===== src/rtl/regfile_writeback_if.sv =====
// Result-push channel from the execution units into the write-back queue.
//   in_valid : result offered (master -> slave)
//   in_ready : queue can accept (slave -> master)
//   in_addr  : destination register index
//   in_data  : result word
// master = producing execution unit, slave = regfile_writeback.
`ifndef WIDTH_SEG
`define WIDTH_SEG 5
`endif
`ifndef WIDTH_WORD
`define WIDTH_WORD 32
`endif

interface regfile_writeback_if #(
  parameter int AW = `WIDTH_SEG,
  parameter int DW = `WIDTH_WORD
);
  logic          in_valid;
  logic          in_ready;
  logic [AW-1:0] in_addr;
  logic [DW-1:0] in_data;

  modport master (output in_valid, output in_addr, output in_data, input in_ready);
  modport slave  (input in_valid, input in_addr, input in_data, output in_ready);
endinterface


===== src/rtl/regfile_writeback.sv =====
// Write-side feeder for a dual-write-port register file.
// Results arrive one per cycle on s_in, are queued in order, and drain up to
// two per cycle onto write0/write1. Two scoreboard query ports report whether
// any queued write still targets a given register.
// Ports:
//   clk, rst            : clock, synchronous active-high reset
//   s_in                : push channel (valid/ready, addr, data)
//   i_hold              : suppress all writes this cycle (queue does not drain)
//   o_write0/1          : write enables, ports 0/1
//   o_waddr0/1          : write indices, ports 0/1
//   o_wdata0/1          : write data, ports 0/1
//   i_qaddr0/1          : scoreboard query indices
//   o_qbusy0/1          : a queued write targets the query index
//   o_level             : occupied entries
`ifndef WIDTH_SEG
`define WIDTH_SEG 5
`endif
`ifndef WIDTH_WORD
`define WIDTH_WORD 32
`endif

// One scoreboard query lane: OR of address matches over occupied entries.
module regfile_writeback_sb_lane #(
  parameter int DEPTH = 4,
  parameter int AW    = `WIDTH_SEG
) (
  input  logic                      i_rst,
  input  logic [DEPTH-1:0]          i_occ,
  input  logic [DEPTH-1:0][AW-1:0]  i_addr,
  input  logic [AW-1:0]             i_qaddr,
  output logic                      o_busy
);
  always_comb begin
    o_busy = 1'b0;
    for (int i = 0; i < DEPTH; i++)
      if (i_occ[i] && (i_addr[i] == i_qaddr)) o_busy = 1'b1;
    if (i_rst) o_busy = 1'b0;
  end
endmodule

module regfile_writeback #(
  parameter  int DEPTH = 4,
  parameter  int AW    = `WIDTH_SEG,
  parameter  int DW    = `WIDTH_WORD,
  localparam int PW    = $clog2(DEPTH),
  localparam int CW    = PW + 1
) (
  input  logic                clk,
  input  logic                rst,
  regfile_writeback_if.slave  s_in,
  input  logic                i_hold,
  output logic                o_write0,
  output logic [AW-1:0]       o_waddr0,
  output logic [DW-1:0]       o_wdata0,
  output logic                o_write1,
  output logic [AW-1:0]       o_waddr1,
  output logic [DW-1:0]       o_wdata1,
  input  logic [AW-1:0]       i_qaddr0,
  output logic                o_qbusy0,
  input  logic [AW-1:0]       i_qaddr1,
  output logic                o_qbusy1,
  output logic [CW-1:0]       o_level
);
  localparam int NQ = 2;

  logic [DEPTH-1:0][AW-1:0] r_addr;
  logic [DEPTH-1:0][DW-1:0] r_data;
  logic [PW-1:0]            r_head, r_tail;
  logic [CW-1:0]            r_count;

  logic                     w_push, w_en;
  logic [PW-1:0]            w_head1;
  logic [CW-1:0]            w_pops;
  logic [DEPTH-1:0][PW-1:0] w_rel;
  logic [DEPTH-1:0]         w_occ;
  logic [NQ-1:0][AW-1:0]    w_qaddr;
  logic [NQ-1:0]            w_qbusy;

  // Ready looks only at the registered count: a full queue refuses input
  // even in a cycle where it is draining.
  assign s_in.in_ready = !rst && (r_count != CW'(DEPTH));
  assign w_push        = s_in.in_valid && s_in.in_ready;

  assign w_en    = !i_hold && !rst;
  assign w_head1 = r_head + PW'(1);

  // Port 1 only issues when its target differs from port 0; otherwise the
  // newer entry waits and goes out on port 0 next cycle, keeping order.
  assign o_write0 = w_en && (r_count != '0);
  assign o_write1 = w_en && (r_count >= CW'(2)) && (r_addr[w_head1] != r_addr[r_head]);
  assign o_waddr0 = r_addr[r_head];
  assign o_wdata0 = r_data[r_head];
  assign o_waddr1 = r_addr[w_head1];
  assign o_wdata1 = r_data[w_head1];
  assign w_pops   = CW'(o_write0) + CW'(o_write1);
  assign o_level  = r_count;

  // Entry g is occupied when its distance from head is below count.
  for (genvar g = 0; g < DEPTH; g++) begin : g_occ
    assign w_rel[g] = PW'(g) - r_head;
    assign w_occ[g] = {1'b0, w_rel[g]} < r_count;
  end

  assign w_qaddr = {i_qaddr1, i_qaddr0};
  for (genvar g = 0; g < NQ; g++) begin : g_sb
    regfile_writeback_sb_lane #(.DEPTH(DEPTH), .AW(AW)) u_sb (
      .i_rst   (rst),
      .i_occ   (w_occ),
      .i_addr  (r_addr),
      .i_qaddr (w_qaddr[g]),
      .o_busy  (w_qbusy[g])
    );
  end
  assign o_qbusy0 = w_qbusy[0];
  assign o_qbusy1 = w_qbusy[1];

  always_ff @(posedge clk) begin
    if (rst) begin
      r_head  <= '0;
      r_tail  <= '0;
      r_count <= '0;
    end else begin
      if (w_push) r_tail <= r_tail + PW'(1);
      r_head  <= r_head + PW'(w_pops);
      r_count <= r_count + CW'(w_push) - w_pops;
    end
  end

  // Entry storage needs no reset; occupancy is tracked by head/count.
  always_ff @(posedge clk) begin
    if (w_push) begin
      r_addr[r_tail] <= s_in.in_addr;
      r_data[r_tail] <= s_in.in_data;
    end
  end
endmodule


===== src/flat_wrapper.sv =====
// flat-port wrapper written by rule: the top's interface ports become plain ports
module regfile_writeback_flat 
#(
  parameter  int DEPTH = 4,
  parameter  int AW    = `WIDTH_SEG,
  parameter  int DW    = `WIDTH_WORD,
  localparam int PW    = $clog2(DEPTH),
  localparam int CW    = PW + 1
)
  (clk, rst, i_hold, o_write0, o_waddr0, o_wdata0, o_write1, o_waddr1, o_wdata1, i_qaddr0, o_qbusy0, i_qaddr1, o_qbusy1, o_level, s_in_in_valid, s_in_in_addr, s_in_in_data, s_in_in_ready);
  regfile_writeback_if #(.AW(AW), .DW(DW)) s_in_i ();
  input  logic clk;
  input  logic rst;
  input  logic i_hold;
  output logic o_write0;
  output logic [AW-1:0] o_waddr0;
  output logic [DW-1:0] o_wdata0;
  output logic o_write1;
  output logic [AW-1:0] o_waddr1;
  output logic [DW-1:0] o_wdata1;
  input  logic [AW-1:0] i_qaddr0;
  output logic o_qbusy0;
  input  logic [AW-1:0] i_qaddr1;
  output logic o_qbusy1;
  output logic [CW-1:0] o_level;
  input wire logic [$bits(s_in_i.in_valid)-1:0] s_in_in_valid;
  input wire logic [$bits(s_in_i.in_addr)-1:0] s_in_in_addr;
  input wire logic [$bits(s_in_i.in_data)-1:0] s_in_in_data;
  output wire logic [$bits(s_in_i.in_ready)-1:0] s_in_in_ready;
  assign s_in_i.in_valid = s_in_in_valid;
  assign s_in_i.in_addr = s_in_in_addr;
  assign s_in_i.in_data = s_in_in_data;
  assign s_in_in_ready = s_in_i.in_ready;
  regfile_writeback #(.DEPTH(DEPTH), .AW(AW), .DW(DW)) u_core (.clk(clk), .rst(rst), .s_in(s_in_i), .i_hold(i_hold), .o_write0(o_write0), .o_waddr0(o_waddr0), .o_wdata0(o_wdata0), .o_write1(o_write1), .o_waddr1(o_waddr1), .o_wdata1(o_wdata1), .i_qaddr0(i_qaddr0), .o_qbusy0(o_qbusy0), .i_qaddr1(i_qaddr1), .o_qbusy1(o_qbusy1), .o_level(o_level));
endmodule

===== config.mk =====
export PLATFORM = sky130hd
export DESIGN_NAME = regfile_writeback_flat
export DESIGN_NICKNAME = d
export VERILOG_FILES = /design/src/rtl/regfile_writeback_if.sv /design/src/rtl/regfile_writeback.sv /design/src/flat_wrapper.sv
export SDC_FILE = /design/constraint.sdc
export NUM_CORES = 1
export LEC_CHECK = 0
export CAP_MARGIN = 20
export CORE_ASPECT_RATIO = 0.75
export CORE_MARGIN = 5
export CORE_UTILIZATION = 42
export DETAILED_ROUTE_END_ITERATION = 10
export GPL_TIMING_DRIVEN = 1
export PLACE_DENSITY = 0.66
export SLEW_MARGIN = 25
export SYNTH_ARGS = -nofsm -noshare
export SYNTH_HDL_FRONTEND = slang
export SYNTH_HIERARCHICAL = 1
export SYNTH_SLANG_ARGS = --single-unit

===== constraint.sdc =====
create_clock -name clk -period 5.5 [get_ports clk]
set_input_delay 1.1 -clock clk [delete_from_list [all_inputs] [get_ports clk]]
set_output_delay 1.1 -clock clk [all_outputs]
set_load 0.1 [all_outputs]

# ---- After elaboration in Yosys (flattened, before gate mapping)
# Index checks and enable logic that the tools add are counted.
dict set report word_totals {
  regBits 155
  in_bits 51
  out_inout_bits 82
  wordCells 82
}
dict set report classes {
  addsub 10
  n_lt_le_gt_ge 9
  eq_ne 10
  muxes 24
  n_reduce_logical 18
}
# operator count
set ops {}
lappend ops {{32-bit binary-select mux with 2-bit select} 2}
lappend ops {{128-bit bitwise mux} 1}
lappend ops {{32-bit 2-to-1 mux} 3}
lappend ops {{32-bit demux with 2-bit select} 1}
lappend ops {{5-bit equality test} 8}
lappend ops {{5-bit binary-select mux with 2-bit select} 2}
lappend ops {{20-bit bitwise mux} 1}
lappend ops {{1-bit logical AND} 15}
lappend ops {{5-bit 2-to-1 mux} 3}
lappend ops {{2-bit by 3-bit less-than comparator with 1-bit output} 4}
lappend ops {{5-bit demux with 2-bit select} 1}
lappend ops {{1-bit 2-to-1 mux} 10}
lappend ops {{2-bit by 3-bit less-than comparator with 1-bit output (second input constant)} 3}
lappend ops {{5-bit != test} 1}
lappend ops {{2-bit by 1-bit adder with 2-bit output (second input constant)} 2}
lappend ops {{1-bit by 2-bit subtractor with 2-bit output (first input constant)} 2}
lappend ops {{2-bit subtractor (first input constant)} 2}
lappend ops {{3-bit by 1-bit adder with 3-bit output} 1}
lappend ops {{3-bit by 2-bit greater-or-equal comparator with 1-bit output (second input constant)} 1}
lappend ops {{3-bit != test (second input constant)} 1}
lappend ops {{3-bit nonzero test} 1}
lappend ops {{3-bit subtractor} 1}
lappend ops {{1-bit by 1-bit adder with 2-bit output} 1}
lappend ops {{2-bit adder} 1}
lappend ops {{other kinds (2)} 3}

# ---- Logic depth before layout (Yosys ltp)
# Gate-level depths: netlist of the first run.
dict set report logic_depth {
  word_depth 8
  mapped_depth 15
  ltp_nobuf 14
}

# ---- Hierarchy
# The synthesis of the first run kept the hierarchy.
# mod instances cells_each area_per_inst_um2 seq_area_each_um2
set modules_own_cells {}
lappend modules_own_cells {regfile_writeback 1 334 7091.8 4584.4}
lappend modules_own_cells {regfile_writeback_sb_lane 2 29 236.5 0.0}

# ---- Worst setup path before layout of the first run
# No wires, ideal clock.
dict set report synth_path {
  kind {input to register}
  start {input port rst}
  end {register u_core.r_count[2], in the netlist u_core/o_level[2]}
  t_arrival_ns 6.622
  slack_ns -1.249
  cell_stages 11
  path_cell_list {clkbuf_1 > a2111oi_1 > ha_1 > ha_1 > inv_1 > ha_1 > inv_1 > fa_1 > xor2_1 > xnor2_1 > nor2_1}
}
dict set report synth_via {
  elab_chain_len 6
}
# element line_no
set synth_lines {}
lappend synth_lines {{start: declaration} flat_wrapper.sv:13} ;# input logic rst;
lappend synth_lines {{1-bit logical NOT} regfile_writeback.sv:84} ;# assign w_en = !i_hold && !rst;
lappend synth_lines {{1-bit logical AND} regfile_writeback.sv:84}
lappend synth_lines {{1-bit logical AND (2 in a row)} regfile_writeback.sv:90} ;# assign o_write1 = w_en && (r_count >= CW'(2)) && (r_addr[w_head1] != r_addr[r_head]);
lappend synth_lines {{net o_write1} flat_wrapper.sv:18} ;# output logic o_write1;
lappend synth_lines {{1-bit by 1-bit adder with 2-bit output} regfile_writeback.sv:95} ;# assign w_pops = CW'(o_write0) + CW'(o_write1);
lappend synth_lines {{3-bit subtractor} regfile_writeback.sv:125} ;# r_count <= r_count + CW'(w_push) - w_pops;
lappend synth_lines {{end signal: assignment} regfile_writeback.sv:125}
lappend synth_lines {{end: declaration} regfile_writeback.sv:69} ;# logic [CW-1:0] r_count;
# The timed path passes the listed nets, and every way through them passes these cells.
# A chain may end at the register's enable or synchronous reset.

# ---- Worst setup path after layout of the first run
dict set report layout_path {
  start {register u_core.r_head[1]}
  end {output port o_wdata1[15]}
}
dict set report layout_via {
  elab_chain_len 3
}
# element line_no
set layout_lines {}
lappend layout_lines {{start: declaration} regfile_writeback.sv:68} ;# logic [PW-1:0] r_head, r_tail;
lappend layout_lines {{start signal: assignment} regfile_writeback.sv:124} ;# r_head <= r_head + PW'(w_pops);
lappend layout_lines {{2-bit by 1-bit adder with 2-bit output} regfile_writeback.sv:85} ;# assign w_head1 = r_head + PW'(1);
lappend layout_lines {{32-bit binary-select mux with 2-bit select} regfile_writeback.sv:94} ;# assign o_wdata1 = r_data[w_head1];
lappend layout_lines {{32-bit 2-to-1 mux (implied by the code)} regfile_writeback.sv:94}
lappend layout_lines {{end: declaration} flat_wrapper.sv:20} ;# output logic [DW-1:0] o_wdata1;
# Every way passes these cells. The select of a mux whose other input is x is not followed.

==> impl_results.md, run 1 <==
* Worst skew pair latency at between 0.4 and 0.5 ns
* First-pass GRT wire length at roughly 26 mm
* Final Hold Vio Count at 0
* Core Area at about 18000 sq um
* Via density at roughly 5.5
* Worst hold path depth at 2
* Via Count at roughly 4300
* Grt total ovfl at 0
* Total Routed Length at roughly 17 mm
* Synth Instances at slightly below 400
* Sink Count at 155
* Initial core utilization at 0.4284
* Die width at ~160 microns
* Worst EP arrival at 3.32 ns
* H-Tree Depth at 4
* GPL Wtd Cong at ~0.83
* Top cells by area, synth: edfxtp_1 (59%), mux4_2 (22%), xor2_1 (5.2%), ha_1 (2.2%), dfxtp_1 (1.9%)
* Total power per unit cell area at 547.7 nW/um^2
* Vias in the first global route at approximately 4500
* Worst Skew at 0.009198 ns
* DP HPWL at ~11 mm
* VDD IR max at slightly below 500 uV
* Final Slew Violations at 0
* Antenna Violating Nets Remaining at 0
* Fin Setup TNS at 0 ns
* CTS max path bufs at 2
* Net Count, Synth at between 400 and 500
* Net count, final at just under 600
* Post-synth cell types at 31
* Hold path startpoint: u_core/r_tail[1]
* Status: finished clean
* Min Tclk post-route at 4.416 ns
* Tightest Pin Transition at 1.002 ns
* CTS Root Cell: clkbuf_16
* DRC at 0
* Syn_area_per_cell at between 15 and 20 sq um
* HP Class: reg -> reg
* Die Y at ~130 microns
* Layout cells sized above 1 at 0.2370
* Largest net degree at the start of global routing at 44
* Max Fclk at 226.5 MHz
* Tot GR Track Use at 0.1660
* Crit start category: flip-flop
* Post-CTS sizing at 0
* Worst reg-to-reg path cell count at 13
* Clk slew on worst S/H paths at 0.06 ns
* DR pass1 iterations at 4
* Cts hold-fix bufs at 0
* Worst setup EP type: output port
* Area grow syn2layout at 28.68%
* TritonCTS clock tree: done
* CTS Buf Count at 17
* DIE AREA at roughly 21000 sq um
* Yosys warnings at 6
* Top-area cell type share of the netlist area at 0.5875
* Unrepaired setup endpoints after global routing: false
* Crit Path Max Fanout at 43
* DRT iter0 DRCs at approximately 340
* Worst reg-to-reg setup slack at around 1.5 ns
* Antenna violations before repair at 0
* Commonest non-fill, non-tap cell in the layout: edfxtp_1
* Max-Cap Viols at 0
* FF/Latch Area at ~4600 sq um
* Most frequent cells in the layout: edfxtp_1 (148), clkdlybuf4s50_1 (127), mux4_2 (73)
* FILL cells at approximately 1400
* Post-DR wirelength/cell at roughly 22 microns
* Top cell type by total area after synthesis: edfxtp_1
* Class of the most critical setup path: reg -> out
* Post-route total power at 5.332 mW
* Ant diodes at 0
* Port buffer count at about 130
* Worst Path Required at roughly 4.4 ns
* Fin crit share at 0.8029
* Post-synthesis sequential area ratio at 0.6060
* Final setup vio count at 0
* IO Pins at between 100 and 150
* Slew headroom at 0.3302
* Reg2Reg Launch Point: u_core/r_head[0]
* Hold worst-path end: u_core/r_tail[1]
* #FFs+latches synth at 155
* FP Rows at 42
* Synthesized area at 7565 sq um
* Pleak at 3.114 nW
* Area occupied by multi-input gates at between 2000 and 3000 sq um
* Reg-to-reg endpoint: u_core/o_level[2]
* Postcts setup bufs at 0
==> power by group <==
part	leakage (nW)	internal (mW)	switching (mW)
Sequential	1.40	1.37	0.119
Combinational	1.42	0.767	1.88
Clock	0.291	0.721	0.471
Total	3.11	2.86	2.47
==> cell families (layout without fill, tap and decap cells) <==
family / Yosys count / in the layout / share of synthesized area
xor+xnor: 60 / 60 / 0.06947
fa+ha+maj: 14 / 14 / 0.02415
compound gates: 12 / 12 / 0.01389
flops: 155 / 155 / 0.6060
mux: 82 / 82 / 0.2357
simple gates: 39 / 39 / 0.02746
buf+inv: 30 / 178 / 0.02332
==> state kept, by name, indices dropped and copies added (netlist names) <==
| name | flops |
|---|---|
| u_core/o_level | 3 |
| u_core/r_tail | 2 |
| u_core/r_addr | 20 |
| u_core/r_head | 2 |
| u_core/r_data | 128 |
==> metrics by stage <==
step	util	instances	cell area (sq um)	setup slack, ns	hold slack (ns)
finish	0.5513	782	9734	1.084	0.5670
global route	0.5513	782	9734	0.9165	0.6044
detailed placement	0.5166	750	9121	1.385	0.5609
CTS	0.5513	782	9734	1.046	0.5717
global placement	0.5148	749	9090	1.475	0.5213
floorplan	-	392	7570	0.2062	0.5063
==> worst max path at each step <==
stage	from	end	cells past startpoint
after global placement	rst	u_core/o_level[2]	11
after global routing	u_core/r_head[1]	o_wdata1[15]	3
after floorplan	rst	u_core/o_level[2]	11
after detailed placement	rst	u_core/o_level[2]	12
after CTS	u_core/r_head[1]	o_wdata0[15]	3
final	u_core/r_head[1]	o_wdata1[15]	3
==> synth_stat cells <==
library cell / instances
a2111oi_1: 1
a2111oi_2: 1
a21oi_1: 5
a41oi_2: 2
and2_1: 1
and3_1: 4
buf_2: 9
buf_4: 6
buf_6: 4
clkbuf_1: 1
dfxtp_1: 7
edfxtp_1: 148
fa_1: 1
ha_1: 13
inv_1: 9
inv_2: 1
mux2i_1: 6
mux4_1: 3
mux4_2: 73
nand2_1: 2
nand2b_1: 1
nand3_1: 9
nor2_1: 7
nor2b_1: 2
nor3_1: 2
nor4_1: 8
o21bai_1: 1
o31ai_1: 2
or2_2: 3
xnor2_1: 15
xor2_1: 45
==> area by class of cell <==
type                       instances  share of cell area
clock buffer                      17             0.04370
clock inverter                    15             0.01928
inverter                          10            0.003856
multi-input combinational        207              0.2902
sequential                       155              0.4717
tap                              242             0.03111
timing repair buffer             136              0.1401
==> layer usage <==
layer  vias up  wire, microns  global-route usage
met3        10           1675             0.05519
li1       1887              -                   -
met4         0            103             0.04694
met5         -              0                   0
met1      2218           7384              0.2360
met2       156           7766              0.2462
==> critical path, cell delays in order, from the launching register on <==
cell and delay (ns):
dfxtp_4 0.72, buf_4 0.58, mux4_2 0.36, clkdlybuf4s50_1 1.16
(Power assumes the default switching activity.)
==> inputs of run 2 (changes only) <==
Clock period 5.5 ns to 4.1 ns, I/O delays scaled along.
==> impl_results.md, run 2 (synthesis results as in run 1) <==
* Status: finished clean
* Area grow syn2layout at 28.38%
* Postcts setup bufs at 0 (unchanged)
* Class of the most critical setup path: reg -> reg
* Initial core utilization at 0.4284 (unchanged)
* Final Hold Vio Count at 0 (unchanged)
* DRC at 0 (unchanged)
* Via Count at 4343 (+1.7%)
* Fin crit share at 0.9012
* Most frequent cells in the layout: edfxtp_1 (148), buf_4 (87), mux4_2 (73)
* Largest register FFs at 128 (unchanged)
* Post-CTS sizing at 0 (unchanged)
* Worst Path Required at 4.40 ns (about the same)
* Net count, final at 600 (+1.4%)
* TritonCTS clock tree: done
* Switching power at 3.296 mW (+33%)
* DR pass1 iterations at 4 (unchanged)
* Sink Count at 155 (unchanged)
* Post-DR wirelength/cell at 21.43 microns (-1.0%)
* Layout cells sized above 1 at 0.3869 (+0.1498)
* Grt total ovfl at 0 (unchanged)
* Die Y at 126.2 microns (unchanged)
* First-pass GRT wire length at 25.95 mm (+0.88%)
* DRT iter0 DRCs at 302 (-10%)
* DIE AREA at 20820 sq um (unchanged)
* Final Slew Violations at 0 (unchanged)
* Antenna violations before repair at 0 (unchanged)
* VDD IR max at 595.7 uV (+24%)
* Min Tclk post-route at about 3.7 ns
* Net Sw Frac at 0.4548 (-0.008576)
* Grt met1 use at 0.2360 (unchanged)
* CP startpoint: u_core/r_addr[9]
* Port buffer count at 132 (unchanged)
* Reg with most FFs: u_core/r_data
* Max-Cap Viols at 0 (unchanged)
* Final setup vio count at 0 (unchanged)
* Post-route total power at 7.246 mW (+36%)
* Pleak at 3.263 nW (+4.8%)
* IO Pins at 133 (unchanged)
* Largest net degree at the start of global routing at 82 (+86%)
* Grt peak-use layer: met2
* Met2 Usage GRT at 0.2515 (+0.005300)
* Clk slew on worst S/H paths at 0.06 ns (about the same)
* Worst skew pair latency at 0.42 ns (about the same)
* Total power per unit cell area at 746.1 nW/um^2 (+36%)
* CTS Buf Count at 17 (unchanged)
* H-Tree Depth at 4 (unchanged)
* HP Class: reg -> reg
* Max Fclk at roughly 270 MHz
* Tightest Pin Transition at 0.9746 ns (-0.02696 ns)
* Die width at 165.0 microns (unchanged)
* Crit Path Max Fanout at 6 (-86%)
* CTS Root Cell: clkbuf_16
* FP Rows at 42 (unchanged)
* Internal at 3.951 mW (+38%)
* Worst EP arrival at 4.00 ns (+0.68 ns)
* Reg2Reg Launch Point: u_core/r_addr[9]
* Ant diodes at 0 (unchanged)
* Total Routed Length at 16.93 mm (about the same)
* DP HPWL at 11.74 mm (+2.2%)
* CTS max path bufs at 2 (unchanged)
* Clock share of power at 0.242 (+0.018)
* M3 GR Usage at 0.05160 (-0.003592)
* Worst setup EP type: flip-flop
* Tot GR Track Use at 0.1657 (-0.0002810)
* Hold path startpoint: u_core/r_tail[1]
* Seq pwr share at 0.266 (-0.014)
* Unrepaired setup endpoints after global routing: false
* Worst Skew at 0.005021 ns (-0.004178 ns)
* Core Area at 17660 sq um (unchanged)
* Vias in the first global route at 4496 (-0.27%)
* Via density at 5.497 (+0.66%)
* Comb power frac at 0.492 (-0.005)
* Antenna Violating Nets Remaining at 0 (unchanged)
* Post-Place Setup Slack at 0.4432 ns (-0.9414 ns)
* Crit start category: flip-flop
* Cts hold-fix bufs at 0 (unchanged)
* GPL Wtd Cong at 0.8345 (+0.24%)
* Fin Setup TNS at 0 ns (unchanged)
* Slew headroom at 0.3482 (+0.01803)
* Commonest non-fill, non-tap cell in the layout: edfxtp_1
* Final Worst Setup Slack at 0.4051 ns (-0.6789 ns)
==> run 2: worst paths after layout <==
path                                     endpoint  slack, ns  depth (start not counted)
worst min register to register   u_core/r_tail[1]       0.55                          2
worst max register to register  u_core/o_level[2]       0.41                         13
worst min-delay path             u_core/r_tail[1]       0.55                          2
worst max-delay path            u_core/o_level[2]       0.41                         13
==> run 2: per-layer routing <==
| layer | up-vias | part of all wire |
|---|---|---|
| met5 | - | 0 |
| met1 | 2272 | 0.45 |
| met4 | 0 | 0.0089 |
| li1 | 1909 | - |
| met3 | 15 | 0.082 |
| met2 | 147 | 0.46 |
==> run 2: power groups by stage <==
stage / registers [mW] / clock network [mW] / logic (mW)
global placement: 1.95 / 0 / 3.57
global route: 1.94 / 1.88 / 3.71
CTS: 1.93 / 1.80 / 3.60
finish: 1.93 / 1.75 / 3.57
detailed placement: 1.96 / 0 / 3.59
floorplan: 2.02 / 0 / 2.85
==> run 2: worst max-delay path, stage by stage (launching register included) <==
cell and delay, ns:
edfxtp_1 0.50, xor2_1 0.21, mux4_2 0.51, a2111oi_2 0.57, a2111oi_4 0.20, ha_1 0.34
ha_1 0.28, inv_1 0.05, ha_1 0.13, inv_1 0.05, fa_1 0.38, xor2_1 0.17
xnor2_1 0.14, nor2_1 0.05
==> run 2: through the flow <==
stage / cells / hold slack, ns / util / area [sq um]
6_report: 790 / 0.5549 / 0.5500 / 9712
5_1_grt: 790 / 0.5766 / 0.5500 / 9712
4_1_cts: 790 / 0.5545 / 0.5500 / 9712
3_5_place_dp: 758 / 0.5410 / 0.5120 / 9040
3_3_place_gp: 758 / 0.5379 / 0.5120 / 9040
2_1_floorplan: 392 / 0.5063 / - / 7600
==> run 2: final cells by class <==
cell class | instances | area [sq um]
clock buffers | 17 | 425.4
clock inverters | 15 | 246.5
fillers | 1435 | 7945
inverters | 10 | 37.54
multi-input cells | 207 | 2841
flip-flops and latches | 155 | 4594
well taps | 242 | 302.8
repair buffers | 144 | 1264
==> inputs of run 3 (changes only) <==
Settings changed: CORE_UTILIZATION 42 to 36, PLACE_DENSITY 0.66 to not set.
==> impl_results.md, run 3 (synthesis results as in run 1) <==
* Net Sw Frac at 0.4657 (+0.01090)
* Crit start category: flip-flop
* FILL cells at 1717 (+20%)
* Worst skew pair latency at 0.42 ns (about the same)
* Max Fclk at 260.2 MHz (-3.9%)
* Reg with most FFs: u_core/r_data
* Final Slew Violations at 0 (unchanged)
* Fin crit share at 0.9373 (+0.03614)
* Comb power frac at 0.502 (+0.010)
* Via Count at 4338 (-0.12%)
* Final Hold Vio Count at 0 (unchanged)
* Final setup vio count at 0 (unchanged)
* Layout cells sized above 1 at 0.3773 (-0.009572)
* Class of the most critical setup path: reg -> out
* Pleak at 3.230 nW (-1.0%)
* Fin Setup TNS at 0 ns (unchanged)
* Worst hold path depth at 2 (unchanged)
* Port buffer count at 132 (unchanged)
* Worst reg-to-reg setup slack at 0.39 ns (-0.02 ns)
* Commonest non-fill, non-tap cell in the layout: edfxtp_1
* Worst Skew at 0.01073 ns (+0.005711 ns)
* Reg-to-reg endpoint: u_core/o_level[2]
* Tot GR Track Use at 0.1476 (-0.01816)
* Total Routed Length at 17.34 mm (+2.4%)
* Most frequent cells in the layout: edfxtp_1 (148), buf_4 (79), mux4_2 (73)
* Die Y at 135.5 microns (+7.4%)
* Switching power at 3.288 mW (-0.22%)
* Final Core Density at 0.4754 (-0.07461)
* Cts hold-fix bufs at 0 (unchanged)
* Postcts setup bufs at 0 (unchanged)
* Post-DR wirelength/cell at 20.94 microns (-2.3%)
* Slew headroom at 0.3438 (-0.004401)
* Max-Cap Viols at 0 (unchanged)
* DRC at 0 (unchanged)
* Post-route total power at 7.061 mW (-2.6%)
* H-Tree Depth at 4 (unchanged)
* Min Tclk post-route at 3.843 ns (+0.1482 ns)
* Largest register FFs at 128 (unchanged)
* Core Area at 20440 sq um (+16%)
* Seq pwr share at 0.275 (+0.009)
* Worst Path Required at 3.28 ns (-1.12 ns)
* VDD IR max at 469.4 uV (-21%)
* HP Class: reg -> reg
* Post-CTS sizing at 0 (unchanged)
* Tightest Pin Transition at 0.9812 ns (+0.006580 ns)
* Reg2Reg Launch Point: u_core/r_addr[19]
* Worst EP arrival at 3.02 ns (-0.98 ns)
* Clock share of power at 0.223 (-0.019)
* Antenna violations before repair at 0 (unchanged)
* DR pass1 iterations at 4 (unchanged)
* Via density at 5.239 (-4.7%)
* Crit Path Max Fanout at 31 (+25)
* Antenna Violating Nets Remaining at 0 (unchanged)
* Sink Count at 155 (unchanged)
* Worst reg-to-reg path cell count at 13 (unchanged)
* Net count, final at 598 (-0.33%)
* DIE AREA at 24040 sq um (+15%)
* First-pass GRT wire length at 26.57 mm (+2.4%)
* CTS Root Cell: clkbuf_16
* Unrepaired setup endpoints after global routing: false
* Die width at 177.4 microns (+7.5%)
* Worst setup EP type: output port
* FP Rows at 45 (+7.1%)
* Grt total ovfl at 0 (unchanged)
* Initial core utilization at 0.3701 (-0.05830)
* Vias in the first global route at 4649 (+3.4%)
* Internal at 3.773 mW (-4.5%)
* Hold worst-path end: u_core/r_tail[1]
* Largest net degree at the start of global routing at 44 (-46%)
* TritonCTS clock tree: done
* Ant diodes at 0 (unchanged)
* DP HPWL at 12.47 mm (+6.2%)
* CTS Buf Count at 17 (unchanged)
* Status: finished clean
* CTS max path bufs at 2 (unchanged)
* Area grow syn2layout at 28.45% (about the same)
* Hold path startpoint: u_core/r_tail[1]
* GPL Wtd Cong at 0.7858 (-5.8%)
* Clk slew on worst S/H paths at 0.07 ns (about the same)
* DRT iter0 DRCs at 289 (-4.3%)
* IO Pins at 133 (unchanged)
* Total power per unit cell area at 726.7 nW/um^2 (-2.6%)
run 3: per-layer routing:
metal / track usage / wire length (microns) / up-vias
met5: 0 / 0 / -
met3: 0.03823 / 1183 / 21
met2: 0.2279 / 8092 / 148
li1: - / - / 1903
met1: 0.2071 / 7837 / 2266
met4: 0.04422 / 227 / 0
run 3: worst max path at each step:
| stage | startpoint | to | slack [ns] | cells after the start |
|---|---|---|---|---|
| after floorplan | rst | u_core/o_level[2] | 0.03 | 11 |
| after global placement | u_core/r_addr[9] | u_core/o_level[2] | 0.47 | 13 |
| after detailed placement | u_core/r_addr[19] | u_core/o_level[2] | 0.43 | 13 |
| after CTS | u_core/r_head[0] | o_wdata0[25] | 0.19 | 3 |
| after global routing | u_core/r_head[0] | o_wdata0[25] | 0.09 | 3 |
| final | u_core/r_head[0] | o_wdata0[25] | 0.26 | 3 |
run 3: layout make-up:
| class | instances | area (sq um) | share of cell area |
|---|---|---|---|
| Inverter | 10 | 37.54 | 0.003863 |
| Timing Repair Buffer | 142 | 1294 | 0.1331 |
| Clock buffer | 20 | 436.7 | 0.04494 |
| Tap cell | 282 | 352.8 | 0.03631 |
| Sequential cell | 155 | 4594 | 0.4728 |
| Multi-Input combinational cell | 207 | 2841 | 0.2924 |
| Clock inverter | 12 | 160.2 | 0.01648 |
run 3: metrics by stage:
stage                     hold WS (ns)  setup WS (ns)  cell area, sq um  instances
after detailed placement        0.5687         0.4324              9120        796
after global routing            0.6315        0.08704              9717        828
final                           0.5750         0.2569              9717        828
after global placement          0.5283         0.4710              9120        796
after floorplan                 0.5063        0.03337              7600        392
after CTS                       0.5801         0.1886              9717        828
run 3: power groups by stage:
stage               sequential (mW)  combinational [mW]  clock, mW
floorplan                      2.02                2.85          0
detailed placement             1.97                3.57          0
global placement               1.97                3.56          0
CTS                            1.94                3.58       1.62
finish                         1.94                3.54       1.58
global route                   1.95                3.70       1.69
run 3: worst max-delay path, cell delays in order (launching register included):
cell	delay, ns
dfxtp_4	0.49
buf_4	0.52
mux4_2	0.60
clkdlybuf4s50_1	0.99
==> RTL edit 1: new RTL, flow settings as in run 3 <==
Set the macro `WIDTH_SEG` to 10 (it was 5).
--- a/src/rtl/regfile_writeback_if.sv
+++ b/src/rtl/regfile_writeback_if.sv
@@ -5,7 +5,7 @@
 //   in_data  : result word
 // master = producing execution unit, slave = regfile_writeback.
 `ifndef WIDTH_SEG
-`define WIDTH_SEG 5
+`define WIDTH_SEG 10
 `endif
 `ifndef WIDTH_WORD
 `define WIDTH_WORD 32
Ports: changed (5 resized); port bits go from 133 to 158. The function was not compared with the original's and may differ.
==> RTL edit 1 against run 3 <==
  * First-iteration DRC count rose by 32%
  * Critical path depth rose by 6
  * Worst setup slack improved by 0.051 ns
  * Highest routed layer is now met5
  * Clock power rose by 4%
  * Critical path type unchanged
  * Cell area rose by 18%
  * Count of clock-buffer cells in the layout fell by 3
  * Wire length rose by 33%
  * Register-to-register slack improved by 0.08 ns
  * Sequential cell count rose by 20
  * Total power rose by 11%
  * Worst hold slack got worse by 0.012 ns
  * Final cell count rose by 23%
  * Area after synthesis rose by 20%
  * Largest power group unchanged
==> RTL edit 1: results (changes against run 3) <==
metric;value;unit;change
slowest_delay;0.62;ns;was 0.99 ns
regMostFlops;u_core/r_data;;unchanged
leakage;3.79;nW;was 3.23 nW
gp_congestion;0.837;;was 0.786
grt_pass1_vias;5758;;was 4649
arrival;2.97;ns;was 3.02 ns
synth_edf_count;168;;was 148
ys_top_cells_by_area;edfxtp_1 56%, mux4_2 22%, xor2_1 5.8%;;was edfxtp_1 59%, mux4_2 22%, xor2_1 5.2%
grt_pass1_wl;35300;microns;was 26600 microns
synth_cell_types;32;;was 31
nFillCells;2179;;was 1717
clk-insertion-delay-late;0.43;ns;
clock_skew;0.0189;ns;was 0.0107 ns
htreeDepth;4;;unchanged
syn_nets;585;;was 457
grt_max_degree;49;;was 44
post-place-ws;0.406;ns;was 0.432 ns
relSlewSlack;34.9;%;was 34.4%
clock_path_buffers;2;;unchanged
avgRoutedWirePerCell;22.6;microns;was 20.9 microns
drtIter0Drc;382;;was 289
drive_gt1_share;34.4;%;was 37.7%
vdd.ir_drop.worst;0.389;mV;was 0.469 mV
fin_nets;748;;was 598
yosys-top-cells-count;168 x edfxtp_1, 88 x mux4_2, 60 x xor2_1;;was 148 x edfxtp_1, 73 x mux4_2, 45 x xor2_1
portBuffers;157;;was 132
num_vias;5294;;was 4338
dp_hpwl;16500;microns;was 12500 microns
maxCapViolCount;0;;unchanged
critPathSlowestCell;buf_4;;was clkdlybuf4s50_1
hold_path.class;flip-flop to flip-flop;;unchanged
gr-usage-all-layers;16.2;%;was 14.8%
crit_fanout;48;;was 31
place_area;10800;sq um;was 9120 sq um
status;completed;;unchanged
diodes;0;;unchanged
antenna_found_initial;1;;was 0
seq_area_frac_synth;57.2;%;was 60.6%
[RTL edit 1: cell types whose count changed in the layout (fill, tap and decap cells not counted), moves of 7 or more]
cell / change
buf_4: +20
mux4_2: +15
xor2_1: +15
mux2i_1: +7
nand4_1: +18
xnor2_1: +39
nand3_1: -8
clkdlybuf4s50_1: +12
edfxtp_1: +20
[RTL edit 1: cells by family (layout without fill, tap and decap cells)]
| kind of cell | count (synthesis) | after routing | synth area share (%) |
|---|---|---|---|
| buffers and inverters | 37 | 213 | 2.26 |
| XOR/XNOR | 114 | 114 | 11.0 |
| adder cells (fa/ha/maj) | 14 | 14 | 2.01 |
| multiplexers | 101 | 101 | 23.3 |
| AND/OR/NAND/NOR | 47 | 47 | 3.01 |
| flip-flops | 175 | 175 | 57.2 |
| AO/OA/AOI/OAI | 17 | 17 | 1.24 |
[RTL edit 1: path summary, 6_finish.rpt]
path,from,end,slack (ns),depth (start not counted)
worst min-delay path,u_core/r_tail[1]$_SDFFE_PP0P_,u_core/r_tail[1]$_SDFFE_PP0P_,0.56,2
worst max-delay path,u_core/r_head[1]$_SDFF_PP0_,o_qbusy1,0.31,9
worst min register to register,u_core/r_tail[1]$_SDFFE_PP0P_,u_core/r_tail[1]$_SDFFE_PP0P_,0.56,2
worst max register to register,u_core/r_addr[5]$_DFFE_PP_,u_core/o_level[2]$_SDFF_PP0_,0.47,13
[RTL edit 1: critical path, delay by kind of cell (launching register included)]
kind / cells / cell delay (ns)
xor+xnor: 1 / 0.24
fa+ha+maj: 1 / 0.26
simple gates: 2 / 0.24
flops: 1 / 0.38
compound gates: 3 / 0.60
buf+inv: 2 / 0.83
[RTL edit 1: through the flow]
stage,instances,hold slack [ns]
2_1_floorplan,505,0.506
3_3_place_gp,987,0.529
3_5_place_dp,987,0.550
4_1_cts,1019,0.560
5_1_grt,1019,0.616
6_report,1019,0.563
[RTL edit 1: per-layer routing]
metal	part of all wire, %	routed length (microns)	up-vias	GRT usage (%)
li1	-	-	2366	-
met1	45	10300	2738	22.3
met2	46	10500	177	24.7
met3	8.9	2040	11	6.29
met4	0.57	130	2	3.15
met5	0.030	7	-	0
[RTL edit 1: cell type report]
type | count | area, sq um | share of cell area, %
clock buffer | 17 | 425 | 3.71
clock inverter | 15 | 194 | 1.69
inverter | 10 | 42.5 | 0.371
multi-input combinational | 293 | 3690 | 32.2
sequential | 175 | 5190 | 45.3
tap | 338 | 423 | 3.69
timing repair buffer | 171 | 1500 | 13.0
[RTL edit 1: power by group]
group / switching, W / internal, W
logic: 0.00286 / 0.00108
registers: 0.000141 / 0.00207
clock network: 0.000767 / 0.000883
total: 0.00377 / 0.00404
==> RTL edit 2: new RTL, settings of run 3 <==
Made on the original files. Make the reset (`rst`) asynchronous in one clocked block. Comments in the files are not updated.
--- a/src/rtl/regfile_writeback.sv
+++ b/src/rtl/regfile_writeback.sv
@@ -114,7 +114,7 @@
   assign o_qbusy0 = w_qbusy[0];
   assign o_qbusy1 = w_qbusy[1];
 
-  always_ff @(posedge clk) begin
+  always_ff @(posedge clk or posedge rst) begin
     if (rst) begin
       r_head  <= '0;
       r_tail  <= '0;
Check against the original RTL: differs if rst is asserted again (counterexample within 4 cycles, from zero or initial values and one cycle with rst high); with rst held inactive, the same outputs for 4 cycles.
==> RTL edit 2 against run 3 <==
  * Clock skew decreased by 0.0012 ns
  * Area after synthesis decreased by 0.17%
  * Synthesized cell count decreased by 1.3%
  * Sequential cell count unchanged
  * Wire length is 0.33% higher
  * Cell area is 0.81% lower
  * Worst setup slack better by 0.18 ns
  * Via count is 2.1% lower
Power is left out: the tool's default activity adds up to more than one toggle a clock period on the data nets, which glitch-free logic cannot reach.
==> RTL edit 2: results (changes against run 3) <==
metric;value;unit;change
ys_top_cells_by_area;edfxtp_1 59%, mux4_2 22%, xor2_1 5.1%;;was edfxtp_1 59%, mux4_2 22%, xor2_1 5.2%
grt_pass1_wl;26900;microns;was 26600 microns
rrSetupSlack;0.55;ns;was 0.39 ns
fin_nets;593;;was 598
clock_skew;0.00952;ns;was 0.0107 ns
wirelength;17400;microns;was 17300 microns
synth-compound-area-share;1.36;%;was 1.39%
antenna_found_initial;0;;unchanged
slowest_delay;0.63;ns;was 0.99 ns
clkTransAtPathRegs;0.06;ns;
gr-usage-all-layers;14.9;%;was 14.8%
relSlewSlack;35.4;%;was 34.4%
async_reset_ff_share;4.52;%;was 0%
htreeDepth;4;;unchanged
r2r_start;u_core/r_addr[4]$_DFFE_PP_;;was u_core/r_addr[19]$_DFFE_PP_
synth_edf_count;148;;unchanged
whs_endpoint;u_core/r_tail[1]$_DFFE_PP0P_;;was u_core/r_tail[1]$_SDFFE_PP0P_
grt_pass1_vias;4625;;was 4649
drtIter0Drc;201;;was 289
critPathSlowestCell;buf_4;;was clkdlybuf4s50_1
synth_cell_types;32;;was 31
synthesis.yosys.warnings;6;;unchanged
synthAdderAreaFrac;2.42;%;was 2.41%
worstSetupEndpoint;o_waddr1[1];;was o_wdata0[25]
seq_area_frac_synth;61.2;%;was 60.6%
yosys-top-cells-count;148 x edfxtp_1, 74 x mux4_2, 44 x xor2_1;;was 148 x edfxtp_1, 73 x mux4_2, 45 x xor2_1
syn_nets;452;;was 457
numCtsBuffers;17;;unchanged
crit_fanout;45;;was 31
drive_gt1_share;38.0;%;was 37.7%
dp_hpwl;12100;microns;was 12500 microns
min_from;u_core/r_tail[1]$_DFFE_PP0P_;;was u_core/r_tail[1]$_SDFFE_PP0P_
cp-startpoint;u_core/r_head[1]$_DFF_PP0_;;was u_core/r_head[0]$_SDFF_PP0_
drt-pass1-iter-count;4;;unchanged
crit_family;buffers and inverters;;unchanged
status;completed;;unchanged
end_kind;output port;;unchanged
rr_worst_depth;12;;was 13
post-cts-setup-buffer-count;0;;unchanged
arrival;2.85;ns;was 3.02 ns
gp_congestion;0.844;;was 0.786
grt_max_degree;46;;was 44
hold_path.class;flip-flop to flip-flop;;unchanged
regMostFlops;u_core/r_data;;unchanged
r2r-end;u_core/o_level[2]$_DFF_PP0_;;was u_core/o_level[2]$_SDFF_PP0_
clock_path_buffers;2;;unchanged
num_vias;4248;;was 4338
synthXorXnorAreaFrac;6.96;%;was 6.95%
yosys-mux-area-fraction;23.6;%;about the same
hold_slack;0.645;ns;was 0.575 ns
RTL edit 2: layout make-up:
class	instances	area, sq um
Inverter	12	45.0
Timing Repair Buffer	141	1250
Multi-Input combinational cell	201	2800
Clock buffer	19	433
Clock inverter	12	125
Sequential cell	155	4630
Tap cell	282	353
Fill cell	1731	10800
RTL edit 2: kinds of logic after synthesis:
family                     Yosys count
muxes                               82
adders and majority gates           14
and+or+nand+nor                     33
AOI/OAI and AO/OA                   12
buffers and inverters               31
xor gates and xnor gates            60
DFF                                155
RTL edit 2: layer usage:
metal,share of wire (%),track usage (%)
met5,0,0
met4,1.6,5.63
met3,6.1,3.52
met2,49,24.4
met1,43,19.6
RTL edit 2: through the flow:
stage	instance area [sq um]	worst slack [ns]	util (%)	instances
after global routing	9640	0.258	47.2	822
after CTS	9640	0.383	47.2	822
final	9640	0.433	47.2	822
after detailed placement	9080	0.587	44.4	791
after global placement	9080	0.645	44.4	791
after floorplan	7580	0.0274	-	387
